===== src/rtl/btn_edge_capture_pkg.sv =====
// btn_edge_capture_pkg: shared debounce state encoding and default sizes
package btn_edge_capture_pkg;

    typedef enum logic [1:0] {
        S_LO   = 2'd0,
        S_RISE = 2'd1,
        S_HI   = 2'd2,
        S_FALL = 2'd3
    } db_state_t;

    localparam int DB_CNT_MAX_DEF = 200000;
    localparam int CNT_W_DEF      = 20;
    localparam int SW_W           = 24;

endpackage


===== src/rtl/btn_edge_capture_if.sv =====
// btn_edge_capture_if: raw front-panel inputs and CPU-side flag/switch bus
interface btn_edge_capture_if;
    import btn_edge_capture_pkg::*;

    logic            btn_submit_raw;
    logic            btn_status_raw;
    logic [SW_W-1:0] switches_raw;
    logic            clr_submit;
    logic            clr_status;
    logic [SW_W-1:0] switches;
    logic            submit_posedge;
    logic            status_posedge;
    logic            submit_level;
    logic            status_level;

    modport master (
        output btn_submit_raw, btn_status_raw, switches_raw, clr_submit, clr_status,
        input  switches, submit_posedge, status_posedge, submit_level, status_level
    );

    modport slave (
        input  btn_submit_raw, btn_status_raw, switches_raw, clr_submit, clr_status,
        output switches, submit_posedge, status_posedge, submit_level, status_level
    );

endinterface


===== src/rtl/btn_edge_capture_debounce_fsm.sv =====
// debounce_fsm: synchronizes one button and accepts level changes after a stable run
module debounce_fsm
    import btn_edge_capture_pkg::*;
#(
    parameter int DB_CNT_MAX = DB_CNT_MAX_DEF,
    parameter int CNT_W      = CNT_W_DEF
) (
    input  logic clock,
    input  logic reset,
    input  logic raw,
    output logic level,
    output logic rise
);

    localparam logic [CNT_W-1:0] CNT_LAST = CNT_W'(DB_CNT_MAX - 1);

    logic [1:0]       sync;
    logic             sync_in;
    db_state_t        state;
    logic [CNT_W-1:0] cnt;

    // two-flop synchronizer for the asynchronous button
    always_ff @(posedge clock or posedge reset)
        if (reset) sync <= '0;
        else       sync <= {sync[0], raw};

    assign sync_in = sync[1];

    // rise fires in the last stable cycle so the sticky flag sets on the acceptance edge
    assign rise = (state == S_RISE) && sync_in && (cnt == CNT_LAST);

    // debounce FSM: a change is accepted only after DB_CNT_MAX stable cycles in the pending state
    always_ff @(posedge clock or posedge reset)
        if (reset) begin
            state <= S_LO;
            cnt   <= '0;
            level <= 1'b0;
        end else begin
            case (state)
                S_LO:
                    if (sync_in) begin
                        state <= S_RISE;
                        cnt   <= '0;
                    end
                S_RISE:
                    if (!sync_in) begin
                        state <= S_LO;
                        cnt   <= '0;
                    end else if (cnt == CNT_LAST) begin
                        state <= S_HI;
                        cnt   <= '0;
                        level <= 1'b1;
                    end else cnt <= cnt + 1'b1;
                S_HI:
                    if (!sync_in) begin
                        state <= S_FALL;
                        cnt   <= '0;
                    end
                S_FALL:
                    if (sync_in) begin
                        state <= S_HI;
                        cnt   <= '0;
                    end else if (cnt == CNT_LAST) begin
                        state <= S_LO;
                        cnt   <= '0;
                        level <= 1'b0;
                    end else cnt <= cnt + 1'b1;
                default: begin
                    state <= S_LO;
                    cnt   <= '0;
                    level <= 1'b0;
                end
            endcase
        end

endmodule


===== src/rtl/btn_edge_capture.sv =====
// btn_edge_capture: debounced button press flags with read-clear, plus synchronized switches
module btn_edge_capture
    import btn_edge_capture_pkg::*;
#(
    parameter int DB_CNT_MAX = DB_CNT_MAX_DEF,
    parameter int CNT_W      = CNT_W_DEF
) (
    input  logic              clock,
    input  logic              reset,
    btn_edge_capture_if.slave bus
);

    logic            submit_rise;
    logic            status_rise;
    logic [SW_W-1:0] sw_meta;

    debounce_fsm #(.DB_CNT_MAX(DB_CNT_MAX), .CNT_W(CNT_W)) u_submit (
        .clock (clock),
        .reset (reset),
        .raw   (bus.btn_submit_raw),
        .level (bus.submit_level),
        .rise  (submit_rise)
    );

    debounce_fsm #(.DB_CNT_MAX(DB_CNT_MAX), .CNT_W(CNT_W)) u_status (
        .clock (clock),
        .reset (reset),
        .raw   (bus.btn_status_raw),
        .level (bus.status_level),
        .rise  (status_rise)
    );

    // switches only need synchronizing, the CPU samples them on demand
    always_ff @(posedge clock or posedge reset)
        if (reset) begin
            sw_meta      <= '0;
            bus.switches <= '0;
        end else begin
            sw_meta      <= bus.switches_raw;
            bus.switches <= sw_meta;
        end

    // sticky press flags: a new press beats a simultaneous read-clear so no press is lost
    always_ff @(posedge clock or posedge reset)
        if (reset) begin
            bus.submit_posedge <= 1'b0;
            bus.status_posedge <= 1'b0;
        end else begin
            bus.submit_posedge <= submit_rise ? 1'b1 : bus.clr_submit ? 1'b0 : bus.submit_posedge;
            bus.status_posedge <= status_rise ? 1'b1 : bus.clr_status ? 1'b0 : bus.status_posedge;
        end

endmodule


===== src/flat_wrapper.sv =====
// flat-port wrapper written by rule: the top's interface ports become plain ports
module btn_edge_capture_flat import btn_edge_capture_pkg::*;
#(
    parameter int DB_CNT_MAX = DB_CNT_MAX_DEF,
    parameter int CNT_W      = CNT_W_DEF
)
  (clock, reset, bus_btn_submit_raw, bus_btn_status_raw, bus_switches_raw, bus_clr_submit, bus_clr_status, bus_switches, bus_submit_posedge, bus_status_posedge, bus_submit_level, bus_status_level);
  btn_edge_capture_if bus_i ();
  input  logic clock;
  input  logic reset;
  input wire logic [$bits(bus_i.btn_submit_raw)-1:0] bus_btn_submit_raw;
  input wire logic [$bits(bus_i.btn_status_raw)-1:0] bus_btn_status_raw;
  input wire logic [$bits(bus_i.switches_raw)-1:0] bus_switches_raw;
  input wire logic [$bits(bus_i.clr_submit)-1:0] bus_clr_submit;
  input wire logic [$bits(bus_i.clr_status)-1:0] bus_clr_status;
  output wire logic [$bits(bus_i.switches)-1:0] bus_switches;
  output wire logic [$bits(bus_i.submit_posedge)-1:0] bus_submit_posedge;
  output wire logic [$bits(bus_i.status_posedge)-1:0] bus_status_posedge;
  output wire logic [$bits(bus_i.submit_level)-1:0] bus_submit_level;
  output wire logic [$bits(bus_i.status_level)-1:0] bus_status_level;
  assign bus_i.btn_submit_raw = bus_btn_submit_raw;
  assign bus_i.btn_status_raw = bus_btn_status_raw;
  assign bus_i.switches_raw = bus_switches_raw;
  assign bus_i.clr_submit = bus_clr_submit;
  assign bus_i.clr_status = bus_clr_status;
  assign bus_switches = bus_i.switches;
  assign bus_submit_posedge = bus_i.submit_posedge;
  assign bus_status_posedge = bus_i.status_posedge;
  assign bus_submit_level = bus_i.submit_level;
  assign bus_status_level = bus_i.status_level;
  btn_edge_capture #(.DB_CNT_MAX(DB_CNT_MAX), .CNT_W(CNT_W)) u_core (.clock(clock), .reset(reset), .bus(bus_i));
endmodule

===== config.mk =====
export PLATFORM = sky130hd
export DESIGN_NAME = btn_edge_capture_flat
export DESIGN_NICKNAME = d
export VERILOG_FILES = /design/src/rtl/btn_edge_capture_pkg.sv /design/src/rtl/btn_edge_capture_if.sv /design/src/rtl/btn_edge_capture_debounce_fsm.sv /design/src/rtl/btn_edge_capture.sv /design/src/flat_wrapper.sv
export SDC_FILE = /design/constraint.sdc
export NUM_CORES = 1
export LEC_CHECK = 0
export BUFFER_PORTS_ARGS = -buffer_cell sky130_fd_sc_hd__buf_2
export CAP_MARGIN = 25
export CORE_ASPECT_RATIO = 1.75
export CORE_MARGIN = 4
export CORE_UTILIZATION = 50
export DETAILED_ROUTE_END_ITERATION = 10
export MAX_ROUTING_LAYER = met4
export PLACE_DENSITY = 0.8
export SETUP_SLACK_MARGIN = 0.2
export SLEW_MARGIN = 20
export SYNTH_ARGS = -nofsm -noshare
export SYNTH_HDL_FRONTEND = slang
export SYNTH_SLANG_ARGS = --single-unit

===== constraint.sdc =====
create_clock -name clock -period 2.8 [get_ports clock]
set_clock_uncertainty 0.05 [all_clocks]
set_input_delay 0 -clock clock [delete_from_list [all_inputs] [get_ports clock]]
set_output_delay 0 -clock clock [all_outputs]
set_load 0.02 [all_outputs]

# [Word-level counts from Yosys, hierarchy flattened]
# Index checks and enable logic that the tools add are counted.
[totals] register_bits=100 latchBits=0 mem_bits_rw=0 romBits=0 inputBits=30 wordCells=94 n_memories=0
[classes] addsub=2 n_mul=0 div_mod_pow=0 order_cmp=0 eq_ne=24 n_shift=0 mux=40 bitwise_logic=0 reduce_logical=16
[op_table] operator="$mux 20" count=10
[op_table] operator="$pmux 20 s4" count=2
[op_table] operator="$add 20x1->20 const B" count=2
[op_table] operator="$eq 20x18->1 const B" count=2
[op_table] operator="$mux 2" count=12
[op_table] operator="$ne 2x2->1 const B" count=10
[op_table] operator="$pmux 2 s4" count=2
[op_table] operator="$mux 1" count=12
[op_table] operator="$reduce_and 5->1" count=2
[op_table] operator="$eq 2x2->1 const B" count=4
[op_table] operator="$reduce_and 4->1" count=2
[op_table] operator="$reduce_bool 2->1" count=4
[op_table] operator="$ne 3x2->1 const B" count=2
[op_table] operator="$ne 3x3->1 const B" count=2
[op_table] operator="$eq 2x1->1 const B" count=2
[op_table] operator="$logic_and 1x1->1" count=4
[op_table] operator="$logic_not 2->1" count=2
[op_table] operator="$ne 2x1->1 const B" count=2
[op_table] operator="$pmux 1 s2" count=2
[op_table] operator="$reduce_and 2->1" count=2

# [Longest topological paths before layout]
# Gate-level depths: netlist of run 1.
[logic_depth] depth_word=4 ltp_mapped=8

# [Hierarchy]
# Synthesis of run 1 repeated with hierarchy kept, for this count alone.
[hier_totals] cells_unflattened=347 area_unflattened_um2=4000.1
[by_module_without_submodules] module="debounce_fsm" instances=2 cells_each=146 area_per_inst_um2=1361.3
[by_module_without_submodules] module="btn_edge_capture" instances=1 cells_each=55 area_per_inst_um2=1277.5

# [Least setup slack after synthesis of run 1]
# OpenSTA, ideal clock, no wires.
[synth_path] path_kind="register to register" startpoint="register u_core.u_status.cnt[0]" endpoint="register with a tool-made name" setup_time_ns=0.128 arrival_time_ns=1.720 required_ns=2.622 slack_ns=0.902 path_stages_with_launch=8 n_path_buf=1 cell_sequence="dfrtp_1 ha_1 and4_1 and4_1 a21o_1 buf_6 nand2_1 mux2_1"
[synth_rtl] element="start, declared" line_no="btn_edge_capture_debounce_fsm.sv:20" text="logic [CNT_W-1:0] cnt;"
[synth_rtl] element="start signal, assigned" line_no="btn_edge_capture_debounce_fsm.sv:53" text="end else cnt <= cnt + 1'b1;"
[synth_rtl] element="start signal, assigned" line_no="btn_edge_capture_debounce_fsm.sv:67" text="end else cnt <= cnt + 1'b1;"

==> results of run 1 <==
[power by group]
part / switching, mW / leakage [nW] / internal, mW
combinational: 0.317 / 0.844 / 0.186
clock: 0.554 / 0.146 / 0.709
sequential: 0.0643 / 1.27 / 1.51
total: 0.935 / 2.26 / 2.41
[logic make-up (layout without fill, tap and decap cells)]
logic type      count (synthesis)  in the layout
flops                         100            100
mux                            10             10
xor+xnor                        5              5
simple gates                  131            131
fa+ha+maj                       2              2
buf+inv                        26            122
compound gates                 76             76
[Yosys cell counts (5+ instances only)]
cell / n
a21o_1: 8
a21oi_1: 14
a21oi_2: 6
and2_1: 5
and4_1: 5
dfrtp_1: 100
inv_1: 15
mux2i_1: 8
nand2_1: 30
nand3_1: 22
nand4_1: 12
nor2_1: 14
nor3_1: 7
o21ai_0: 13
o21ai_1: 15
or3_1: 5
[sequential cells by signal, indices dropped and copies added (netlist names), named ones only]
register / count
u_core.bus.switches: 24
u_core.sw_meta: 24
u_core.u_status.cnt: 20
u_core.u_submit.cnt: 20
u_core.u_status.sync: 2
u_core.u_submit.sync: 2
u_core.bus.status_posedge: 1
u_core.bus.submit_posedge: 1
u_core.u_status.level: 1
u_core.u_status.state: 1
u_core.u_submit.level: 1
u_core.u_submit.state: 1
[worst max-delay path by stage]
stage                            from                       to  slack, ns  cells past startpoint
2_1_floorplan  u_core.u_status.cnt[0]                flip-flop       0.90                      7
4_1_cts        u_core.u_status.cnt[0]                flip-flop       0.49                      6
5_1_grt        u_core.u_status.cnt[0]                flip-flop       0.34                      6
3_5_place_dp   u_core.u_status.cnt[0]                flip-flop       0.50                      6
6_report       u_core.u_status.cnt[0]                flip-flop       0.46                      6
3_3_place_gp   u_core.u_status.cnt[0]  u_core.u_status.cnt[18]       0.59                      6
[per-stage QoR]
stage	worst slack, ns	instance area, um2
floorplan	0.902	4080
global placement	0.591	4450
detailed placement	0.500	4450
CTS	0.489	5050
global route	0.344	5050
finish	0.463	5050
[routing by layer]
layer,track usage,up-vias,share of wire
met5,-,-,0
met4,0.0811,0,0.021
met3,0.0310,15,0.029
met2,0.340,63,0.58
met1,0.193,1487,0.37
li1,-,1451,-
[cell usage in the layout (no fill, tap or decap), types with 3 or more instances in the layout]
| cell | instances |
|---|---|
| nand2_1 | 30 |
| clkbuf_16 | 9 |
| dlygate4sd3_1 | 29 |
| or3_1 | 5 |
| dfrtp_1 | 100 |
| nand4_1 | 12 |
| a21oi_2 | 6 |
| o21ai_0 | 13 |
| a211oi_1 | 3 |
| o31ai_1 | 3 |
| inv_1 | 14 |
| nor3_1 | 7 |
| a22o_1 | 3 |
| and2_1 | 5 |
| and3_1 | 4 |
| nand3_1 | 22 |
| a21oi_1 | 14 |
| o21ai_1 | 15 |
| mux2i_1 | 8 |
| or2_2 | 3 |
| nor4_1 | 4 |
| nor2_1 | 14 |
| a21o_1 | 8 |
| inv_6 | 3 |
| buf_4 | 4 |
| and4_1 | 5 |
| buf_2 | 57 |
[repair_timing]
| action | in CTS | in global routing |
|---|---|---|
| resized for setup | 0 | 0 |
| hold buffers | 29 | 0 |
| hold endpoints to repair | 60 | 0 |
[cell type report]
cell class | count | area, um2
inverter | 15 | 60.1
multi-input combinational | 224 | 1440
clock buffer | 10 | 229
sequential | 100 | 2500
fill | 626 | 2920
tap | 90 | 113
clock inverter | 6 | 75.1
timing repair buffer | 91 | 626
==> results.txt, run 1 <==
----------------------------------------------------
[Synth]
  Number of enable-type register cells in the synthesized netlist ... 0
  Mean area per synthesized cell ... 11.6 um2
  Post-synth top area cell ... dfrtp_1
  Synth Area in Simple Gates ... 0.190
  Share of synthesized area spent on multiplexers ... 0.0252
  Number of synthesized register bits ... 100
  Area share of the leading cell type in the synthesized netlist ... 0.614
  Adder-cell share of the synthesized area ... 0.00614
  Primary FF master, synth ... dfrtp_1
  Warnings from Yosys ... 0
  Sequential fraction of the synthesis area ... 0.614
  Net count after synthesis ... 382
  Area of the mapped netlist ... 4080 um2
  Post-synthesis instance total ... 350
  Fraction of registers with async set/reset ... 1.00
  Combinational family with the most area after synthesis ... simple AND/OR/NAND/NOR gates
  Compound-Gate Fraction of Synth Area ... 0.120
  Xor and xnor fraction of the mapped netlist area ... 0.0126
  Library cells used by synthesis ... 53
  Top cells by area in the synthesized netlist ... dfrtp_1, nand2_1, nand3_1

[Worst hold path]
  Startpoint of the worst hold path ... bus_switches_raw[20]
  Worst hold endpoint ... u_core.sw_meta[20]
  Cell depth of the worst hold path ... 2
  Hold Path Class ... in2reg

[Placed design]
  Number of cells after detailed placement ... 491
  Number of port buffers ... 57
  GPL Wtd Cong ... around 0.9
  Final HPWL from detailed placement ... 5.60 mm

[Floorplanning]
  Y dimension of the die ... 127 um
  Horizontal die dimension ... 76.2 um
  Top-level I/O count ... 58
  Placeable Area ... 7960 um2
  Full die area ... 9720 um2
  Number of rows created at floorplan ... 43
  Initial core utilization ... 0.512

[STA]
  Setup violation total in the final timing report ... 0
  Final period util ... 0.835
  Worst slack on hold paths ... 0.248 ns
  Setup repair after global routing missed its margin ... no
  Final number of max-transition violations ... 0
  Actual transition at the worst max-transition pin ... 0.942 ns
  Worst slew margin relative to its limit ... 0.370
  Final-layout setup total negative slack ... 0 ns
  Maximum operating frequency ... 428 MHz
  Post-layout min period ... 2.34 ns
  Final hold viol count ... 0

[Worst setup path]
  Critical Path End Type ... flip-flop
  CP delay by family, top ... simple AND/OR/NAND/NOR gates
  Worst flop-to-flop path startpoint ... u_core.u_status.cnt[0]
  Sum of buffers and inverters on the critical path ... 0
  Number of cell instances on the worst register-to-register path ... 6
  CP max stage cell ... a21o_1
  Arrival time at the worst endpoint ... between 2 and 3 ns
  Crit path largest cell delay ... 0.56 ns
  Cell repeated most along the worst path ... and4_1
  Endpoint required time on the critical path ... 2.97 ns
  Critical Setup Path Class ... reg2reg
  Top fanout value on the critical path ... 20
  Register-to-register path setup slack ... 0.46 ns
  Startpoint type of the worst setup path ... flip-flop
  Cell Chain, Critical Path ... ha_1, and4_1, and4_1, a21o_1, nand2_1, mux2_1

[Clock tree]
  Clock transition at the registers of the reported paths ... 0.07 ns
  Sinks on the clock net ... 100
  Max H-tree Level ... 3
  Num CTS Buffers ... 9
  Insertion delay to the later sink of the worst-skew pair ... about 0.34 ns
  Post-CTS setup buffer count ... 0
  Clock tree from TritonCTS ... done
  Max Buffers Root-to-Sink ... 2
  Clock root buffer master ... clkbuf_16

[GRT]
  Vias in the first global route ... slightly above 3000
  Final global-route overflow total ... 0
  Pin count of the biggest net entering global routing ... 37
  Antenna violations before repair ... 0
  GRT Resource Usage Total ... 0.185
  Global-route wire length before repair ... 14.1 mm

[Route]
  Vias after detailed routing ... 3016
  # DRC ... 0
  Routed WL ... 8.16 mm
  Number of DRC violations after detailed-routing iteration 0 ... 250
  DRT Pass-1 Iters ... 4
  Post-detailed-route count of antenna-violating nets ... 0
  Vias/cell ... between 5 and 6
  Wire length per cell ... approximately 15 um

[Power and ir drop]
  Lkg Pwr ... 2.26 nW
  Total power ... approximately 3.3 mW
  Power per cell area ... 663 nW/um2
  Maximum resistive drop on vdd ... 0.422 mV

[Cells and area]
  Post-route non-filler standard cell count ... roughly 540
  Number of antenna diodes ... 0
  Number of nets in the layout ... 473
  Finished Core Util ... 0.634
  Share of final-layout standard cells stronger than drive strength 1 ... 0.229
  Area growth from synthesis to layout ... 23.8%

[Run status]
  Result of the run ... finished, final reports clean

[Flow run]
  Max-cap viol count ... 0

----------------------------------------------------
No activity file was read; power rests on OpenSTA's default activity.
==> inputs of run 2 (changes only) <==
--- a/config.mk
+++ b/config.mk
@@ -5,6 +5,7 @@
 export SDC_FILE = /design/constraint.sdc
 export NUM_CORES = 1
 export LEC_CHECK = 0
+export ABC_AREA = 1
 export BUFFER_PORTS_ARGS = -buffer_cell sky130_fd_sc_hd__buf_2
 export CAP_MARGIN = 25
 export CORE_ASPECT_RATIO = 1.75
==> constraint.sdc (replaced) <==
create_clock -name clock -period 1.96 [get_ports clock]
set_clock_uncertainty 0.05 [all_clocks]
set_input_delay 0 -clock clock [delete_from_list [all_inputs] [get_ports clock]]
set_output_delay 0 -clock clock [all_outputs]
set_load 0.02 [all_outputs]
==> run 2 against run 1 <==
Highest routed layer unchanged. Setup slack got worse by 0.19 ns. Synthesized area rose by 0.77%. Die area rose by 0.70%. Worst hold slack got worse by 0.030 ns. Count of clock-buffer cells in the layout did not move. Routed wire length rose by 22%. Synthesized cell count rose by 24%. Sequential cell count did not move. Power rose by 38%. Cell count rose by 18%.
==> results.txt, run 2 <==
----------------------------------------------------
[Worst setup path]
  Arrival time at the worst endpoint ... 1.87 ns
  End of the worst register-to-register path ... u_core.u_status.cnt[17]
  Worst flop-to-flop path startpoint ... u_core.u_status.cnt[0]
  Startpoint type of the worst setup path ... flip-flop
  Critical Setup Path Class ... reg2reg
  CP max stage cell ... dfrtp_1
  Critical Path End Type ... flip-flop
  Sum of buffers and inverters on the critical path ... 2
  CP delay by family, top ... simple AND/OR/NAND/NOR gates
  Top fanout value on the critical path ... 9
  Endpoint required time on the critical path ... 2.14 ns
  Register-to-register path setup slack ... 0.27 ns
  Cell Chain, Critical Path ... ha_4, nand2_1, inv_2, nand3_2, nor2_4, nand3_2, nand2_4, inv_2, nand3_1, nand2_1
  Number of cell instances on the worst register-to-register path ... 10
  Crit path largest cell delay ... 0.42 ns

[Run status]
  Result of the run ... finished, final reports clean

[Synth]
  Number of synthesized register bits ... 100
  Net count after synthesis ... approximately 470
  Dominant cell by count in the synthesized netlist ... nand2_1
  Warnings from Yosys ... 0
  Library cells used by synthesis ... 31
  Number of enable-type register cells in the synthesized netlist ... 0
  Commonest cells in the synthesized netlist ... nand2_1, dfrtp_1, nor2_1
  Fraction of registers with async set/reset ... 1.00
  Post-synth top area cell ... dfrtp_1
  Post-synthesis instance total ... approximately 440
  Area of the mapped netlist ... 4110 um2
  Area share of the leading cell type in the synthesized netlist ... 0.609
  Top cells by area in the synthesized netlist ... dfrtp_1, nand2_1, nor2_1
  Mean area per synthesized cell ... roughly 9.4 um2
  Sequential fraction of the synthesis area ... 0.609
  Primary FF master, synth ... dfrtp_1

[Cells and area]
  Share of final-layout standard cells stronger than drive strength 1 ... 0.202
  Multi-input combinational cell area ... 1470 um2
  Fill count ... approximately 560
  Area growth from synthesis to layout ... 27.6%
  Commonest non-fill, non-tap cell in the layout ... nand2_1
  Largest registers ... u_core.bus.switches (24), u_core.sw_meta (24)
  Commonest non-fill, non-tap cells in the layout ... nand2_1, dfrtp_1, buf_2
  Number of nets in the layout ... ~570
  Number of antenna diodes ... 0
  Storage cell area ... 2500 um2

[STA]
  Worst slew margin relative to its limit ... 0.653
  Final-layout setup total negative slack ... 0 ns
  Actual transition at the worst max-transition pin ... around 0.52 ns
  Final hold viol count ... 0
  Setup repair after global routing missed its margin ... yes
  Final number of max-transition violations ... 0
  Maximum operating frequency ... 593 MHz
  Post-layout min period ... 1.69 ns
  Final period util ... 0.860
  Setup violation total in the final timing report ... 0

[Floorplanning]
  Horizontal die dimension ... 76.5 um
  Full die area ... 9780 um2
  Placeable Area ... 7960 um2
  Y dimension of the die ... 128 um
  Top-level I/O count ... 58
  Initial core utilization ... 0.516
  Number of rows created at floorplan ... 43

[GRT]
  Vias in the first global route ... between 3000 and 4000
  Antenna violations before repair ... 0
  Pin count of the biggest net entering global routing ... 50
  Global-route wire length before repair ... 16.2 mm
  GRT Resource Usage Total ... 0.219
  Final global-route overflow total ... 0

[Clock tree]
  Clock transition at the registers of the reported paths ... 0.07 ns
  Insertion delay to the later sink of the worst-skew pair ... 0.34 ns
  Max H-tree Level ... 3
  Clock root buffer master ... clkbuf_16
  Clock tree from TritonCTS ... done
  Sinks on the clock net ... 100
  Max Buffers Root-to-Sink ... 2
  Num CTS Buffers ... 9

[Route]
  Vias after detailed routing ... ~3400
  Wire length per cell ... 15.7 um
  DRT Pass-1 Iters ... 5
  Number of DRC violations after detailed-routing iteration 0 ... 321
  Vias/cell ... 5.38
  Routed WL ... 9.98 mm
  Post-detailed-route count of antenna-violating nets ... 0
  # DRC ... 0

[Power and ir drop]
  Power per cell area ... 880 nW/um2
  Maximum resistive drop on vdd ... around 0.82 mV
  Clock share of power ... 0.393
  Switching power summed over all nets ... ~1.2 mW
  Lkg Pwr ... between 2 and 2.5 nW
  Total power ... 4.61 mW
  Comb power frac ... 0.124
  Reg power frac ... 0.484
  Internal power summed over all cells ... 3.41 mW
  Fraction of power spent switching nets ... 0.261

[Flow run]
  Max-cap viol count ... 0

[Placed design]
  GPL Wtd Cong ... 0.948
  Number of port buffers ... 57
  Final HPWL from detailed placement ... 6.11 mm

[Worst hold path]
  Hold Path Class ... in2async

----------------------------------------------------
## run 2: power groups by stage
stage | logic [mW] | clock network (mW) | registers, mW
floorplan | 0.262 | 0 | 2.28
global placement | 0.416 | 0 | 2.25
detailed placement | 0.437 | 0 | 2.25
CTS | 0.506 | 1.82 | 2.21
global route | 0.626 | 1.93 | 2.24
finish | 0.571 | 1.81 | 2.23
## run 2: worst max-delay path by stage
stage	endpoint	startpoint	slack, ns	cells after the start
after detailed placement	u_core.u_status.cnt[16]	u_core.u_status.cnt[0]	0.12	10
after global placement	u_core.u_status.cnt[19]	u_core.u_status.cnt[0]	0.20	10
final	u_core.u_status.cnt[17]	u_core.u_status.cnt[0]	0.27	10
after floorplan	u_core.u_status.cnt[11]	u_core.u_status.cnt[0]	0.47	9
after CTS	u_core.u_submit.cnt[13]	u_core.u_submit.cnt[0]	0.22	7
after global routing	u_core.u_submit.cnt[11]	u_core.u_submit.cnt[3]	0.17	6
## run 2: cell families (layout without fill, tap and decap cells)
group / Yosys count / count (layout) / synth area share
compound gates: 47 / 47 / 0.0625
fa+ha+maj: 2 / 2 / 0.00609
flops: 100 / 100 / 0.609
xor+xnor: 15 / 15 / 0.0320
buf+inv: 48 / 157 / 0.0475
simple gates: 223 / 223 / 0.243
## run 2: repair_timing
action,4_1_cts,5_1_grt
setup buffers,1,5
hold buffers,29,0
pin swaps,1,3
hold endpoints to repair,50,0
endpoints found under the setup margin,10,43
resized for setup,1,14
## run 2: cell type report
type	instances	area share
Sequential cell	100	0.478
Clock inverter	6	0.0127
Multi-Input combinational cell	287	0.280
Tap cell	90	0.0215
Timing Repair Buffer	98	0.131
Inverter	43	0.0315
Clock buffer	10	0.0456
## run 2: metal layers
layer	vias to the layer above	wire length (um)	global-route usage
li1	1611	-	-
met1	1637	3600	0.224
met2	130	5600	0.400
met3	36	441	0.0408
met4	0	341	0.108
met5	-	0	-
## run 2: worst reg2reg max path, delay by kind of cell, from the launching register on
family        cells  cell delay [ns]
simple gates      7             0.70
fa+ha+maj         1             0.17
buf+inv           2             0.23
flops             1             0.42
## run 2: stage by stage
step                       util  area, um2  setup WS (ns)  cells  hold WS [ns]
after floorplan               -       4110          0.468    435       -0.0186
after global placement    0.569       4530          0.204    583        0.0123
after detailed placement  0.569       4530          0.118    583        0.0243
after CTS                 0.646       5140          0.222    629         0.211
after global routing      0.658       5240          0.173    634         0.239
final                     0.658       5240          0.275    634         0.218
==> inputs of run 3 (changes only) <==
--- a/config.mk
+++ b/config.mk
@@ -8,12 +8,14 @@
 export ABC_AREA = 1
 export BUFFER_PORTS_ARGS = -buffer_cell sky130_fd_sc_hd__buf_2
 export CAP_MARGIN = 25
+export CELL_PAD_IN_SITES_DETAIL_PLACEMENT = 1
+export CELL_PAD_IN_SITES_GLOBAL_PLACEMENT = 1
 export CORE_ASPECT_RATIO = 1.75
 export CORE_MARGIN = 4
-export CORE_UTILIZATION = 50
+export CORE_UTILIZATION = 39
 export DETAILED_ROUTE_END_ITERATION = 10
 export MAX_ROUTING_LAYER = met4
-export PLACE_DENSITY = 0.8
+export PLACE_DENSITY = 0.81
 export SETUP_SLACK_MARGIN = 0.2
 export SLEW_MARGIN = 20
 export SYNTH_ARGS = -nofsm -noshare
==> run 3 against run 2 <==
Power increased by 2.5%. Worst hold slack improved by 0.023 ns. Setup slack worse by 0.0022 ns. Fmax decreased by 0.13%. Sequential share of layout area decreased by 0.98 points. Register-to-register slack barely moved. Via count decreased by 0.44%. Clock power is 7% higher. Combinational power rose by 1%. Routed wire length increased by 6.2%. Global-route usage down 3.5 points. Highest routed layer unchanged.
==> results.txt, run 3 (same netlist as run 2, synthesis figures left out) <==
----------------------------------------------------
[Placed design]
  Dpl cell area ... 4590 um2
  Number of port buffers ... 57
  Number of cells after detailed placement ... 621
  DP Worst Slack ... 0.165 ns
  Final HPWL from detailed placement ... 7.26 mm
  GPL Wtd Cong ... 0.874

[Worst setup path]
  Top fanout value on the critical path ... 8
  Register-to-register path setup slack ... 0.27 ns
  Cell repeated most along the worst path ... nand2_1
  Worst flop-to-flop path startpoint ... u_core.u_status.cnt[0]
  Critical Path End Type ... flip-flop
  Startpoint type of the worst setup path ... flip-flop
  Number of cell instances on the worst register-to-register path ... 11
  End of the worst register-to-register path ... u_core.u_status.cnt[14]
  Crit path largest cell delay ... roughly 0.42 ns
  Critical Setup Path Class ... reg2reg
  CP max stage cell ... dfrtp_1
  Arrival time at the worst endpoint ... 1.87 ns
  Cell Chain, Critical Path ... ha_4, nand2_2, inv_2, nand3_4, nor2_4, nand3_2, nand2_4, buf_6, nor2_1, nand2_1, nand2_1
  Endpoint required time on the critical path ... 2.15 ns

[Floorplanning]
  Number of rows created at floorplan ... just under 50
  Full die area ... 12300 um2
  Horizontal die dimension ... between 80 and 90 um
  Initial core utilization ... 0.399
  Placeable Area ... 10300 um2
  Y dimension of the die ... 144 um
  Top-level I/O count ... 58

[GRT]
  Pin count of the biggest net entering global routing ... 101
  Grt peak-use layer ... met2
  Final global-route overflow total ... 0
  Vias in the first global route ... 3615
  Routing usage on met1 ... 0.182
  Met2 track demand over resource ... 0.354
  Antenna violations before repair ... 0
  GRT Resource Usage Total ... 0.185
  Met3 usage in global routing ... 0.0298
  Global-route wire length before repair ... 17.2 mm

[Clock tree]
  Insertion delay to the later sink of the worst-skew pair ... 0.35 ns
  Max Buffers Root-to-Sink ... 2
  Sinks on the clock net ... 100
  Clock transition at the registers of the reported paths ... 0.08 ns
  Max H-tree Level ... 3
  Clock tree from TritonCTS ... done
  Clock root buffer master ... clkbuf_16
  Num CTS Buffers ... 9

[Route]
  # DRC ... 0
  Post-detailed-route count of antenna-violating nets ... 0
  Vias after detailed routing ... ~3400
  Wire length per cell ... about 16 um
  Vias/cell ... 5.03
  Routed WL ... 10.6 mm
  Number of DRC violations after detailed-routing iteration 0 ... 106
  DRT Pass-1 Iters ... 4

[STA]
  Worst slew margin relative to its limit ... 0.649
  Setup violation total in the final timing report ... 0
  Final number of max-transition violations ... 0
  Maximum operating frequency ... 593 MHz
  Smallest setup slack after layout ... around 0.27 ns
  Final-layout setup total negative slack ... 0 ns
  Final hold viol count ... 0
  Setup repair after global routing missed its margin ... yes
  Post-layout min period ... 1.69 ns
  Final period util ... 0.861
  Actual transition at the worst max-transition pin ... 0.526 ns
  Worst slack on hold paths ... 0.241 ns

[Cells and area]
  Area growth from synthesis to layout ... 30.3%
  Fill count ... 1182
  Post-route non-filler standard cell count ... around 680
  Largest registers ... u_core.bus.switches (24), u_core.sw_meta (24)
  Share of final-layout standard cells stronger than drive strength 1 ... 0.211
  Commonest non-fill, non-tap cell in the layout ... nand2_1
  Number of nets in the layout ... about 580
  Finished layout cell area ... 5350 um2
  Number of antenna diodes ... 0
  Commonest non-fill, non-tap cells in the layout ... nand2_1, dfrtp_1, buf_2
  Finished Core Util ... 0.519

[Power and ir drop]
  Lkg Pwr ... between 2 and 2.5 nW
  Power per cell area ... 883 nW/um2
  Total power ... about 4.7 mW
  Maximum resistive drop on vdd ... around 0.57 mV

[Worst hold path]
  Cell depth of the worst hold path ... 2
  Worst hold endpoint ... u_core.sw_meta[3]
  Startpoint of the worst hold path ... bus_switches_raw[3]
  Hold Path Class ... in2reg

[Flow run]
  Max-cap viol count ... 0

[Run status]
  Result of the run ... finished, final reports clean

----------------------------------------------------
-- run 3: repair_timing --
action                                  4_1_cts  5_1_grt
hold endpoints to repair                    128        0
pin swaps                                     0        4
hold buffers                                 29        0
buffers inserted                              1        9
endpoints found under the setup margin       15       42
resized for setup                             2       13
-- run 3: per-layer routing --
metal	vias to the layer above	wire length, um
met3	19	231
li1	1615	-
met4	0	228
met5	-	0
met1	1719	3890
met2	46	6250
-- run 3: how the worst max path moves through the flow --
| stage | start | end | slack (ns) | depth (start not counted) |
|---|---|---|---|---|
| after global placement | u_core.u_status.cnt[0] | u_core.u_status.cnt[14] | 0.24 | 11 |
| after global routing | u_core.u_status.cnt[0] | u_core.u_status.cnt[14] | 0.13 | 11 |
| after CTS | u_core.u_status.cnt[0] | u_core.u_status.cnt[12] | 0.21 | 10 |
| after detailed placement | u_core.u_status.cnt[0] | u_core.u_status.cnt[12] | 0.16 | 10 |
| final | u_core.u_status.cnt[0] | u_core.u_status.cnt[14] | 0.27 | 11 |
| after floorplan | u_core.u_status.cnt[0] | u_core.u_status.cnt[11] | 0.47 | 9 |
-- run 3: cell type report --
class                           instances  area, um2  share of cell area
Timing Repair Buffer                  103        719               0.135
Inverter                               43        171              0.0320
Tap cell                              127        159              0.0297
Clock buffer                            9        225              0.0421
Multi-Input combinational cell        287       1460               0.274
Clock inverter                          7        108              0.0201
Sequential cell                       100       2500               0.468
-- run 3: power breakdown --
part / switching [mW] / total [mW] / internal [mW]
Combinational: 0.349 / 0.579 / 0.230
Sequential: 0.0607 / 2.22 / 2.16
Clock: 0.889 / 1.93 / 1.04
Total: 1.30 / 4.73 / 3.43
-- run 3: worst max-delay path, delay by kind of cell, from the launching register on --
kind | cells | cell delay [ns]
buffers and inverters | 2 | 0.25
adder cells (fa/ha/maj) | 1 | 0.17
AND/OR/NAND/NOR | 8 | 0.70
flip-flops | 1 | 0.42
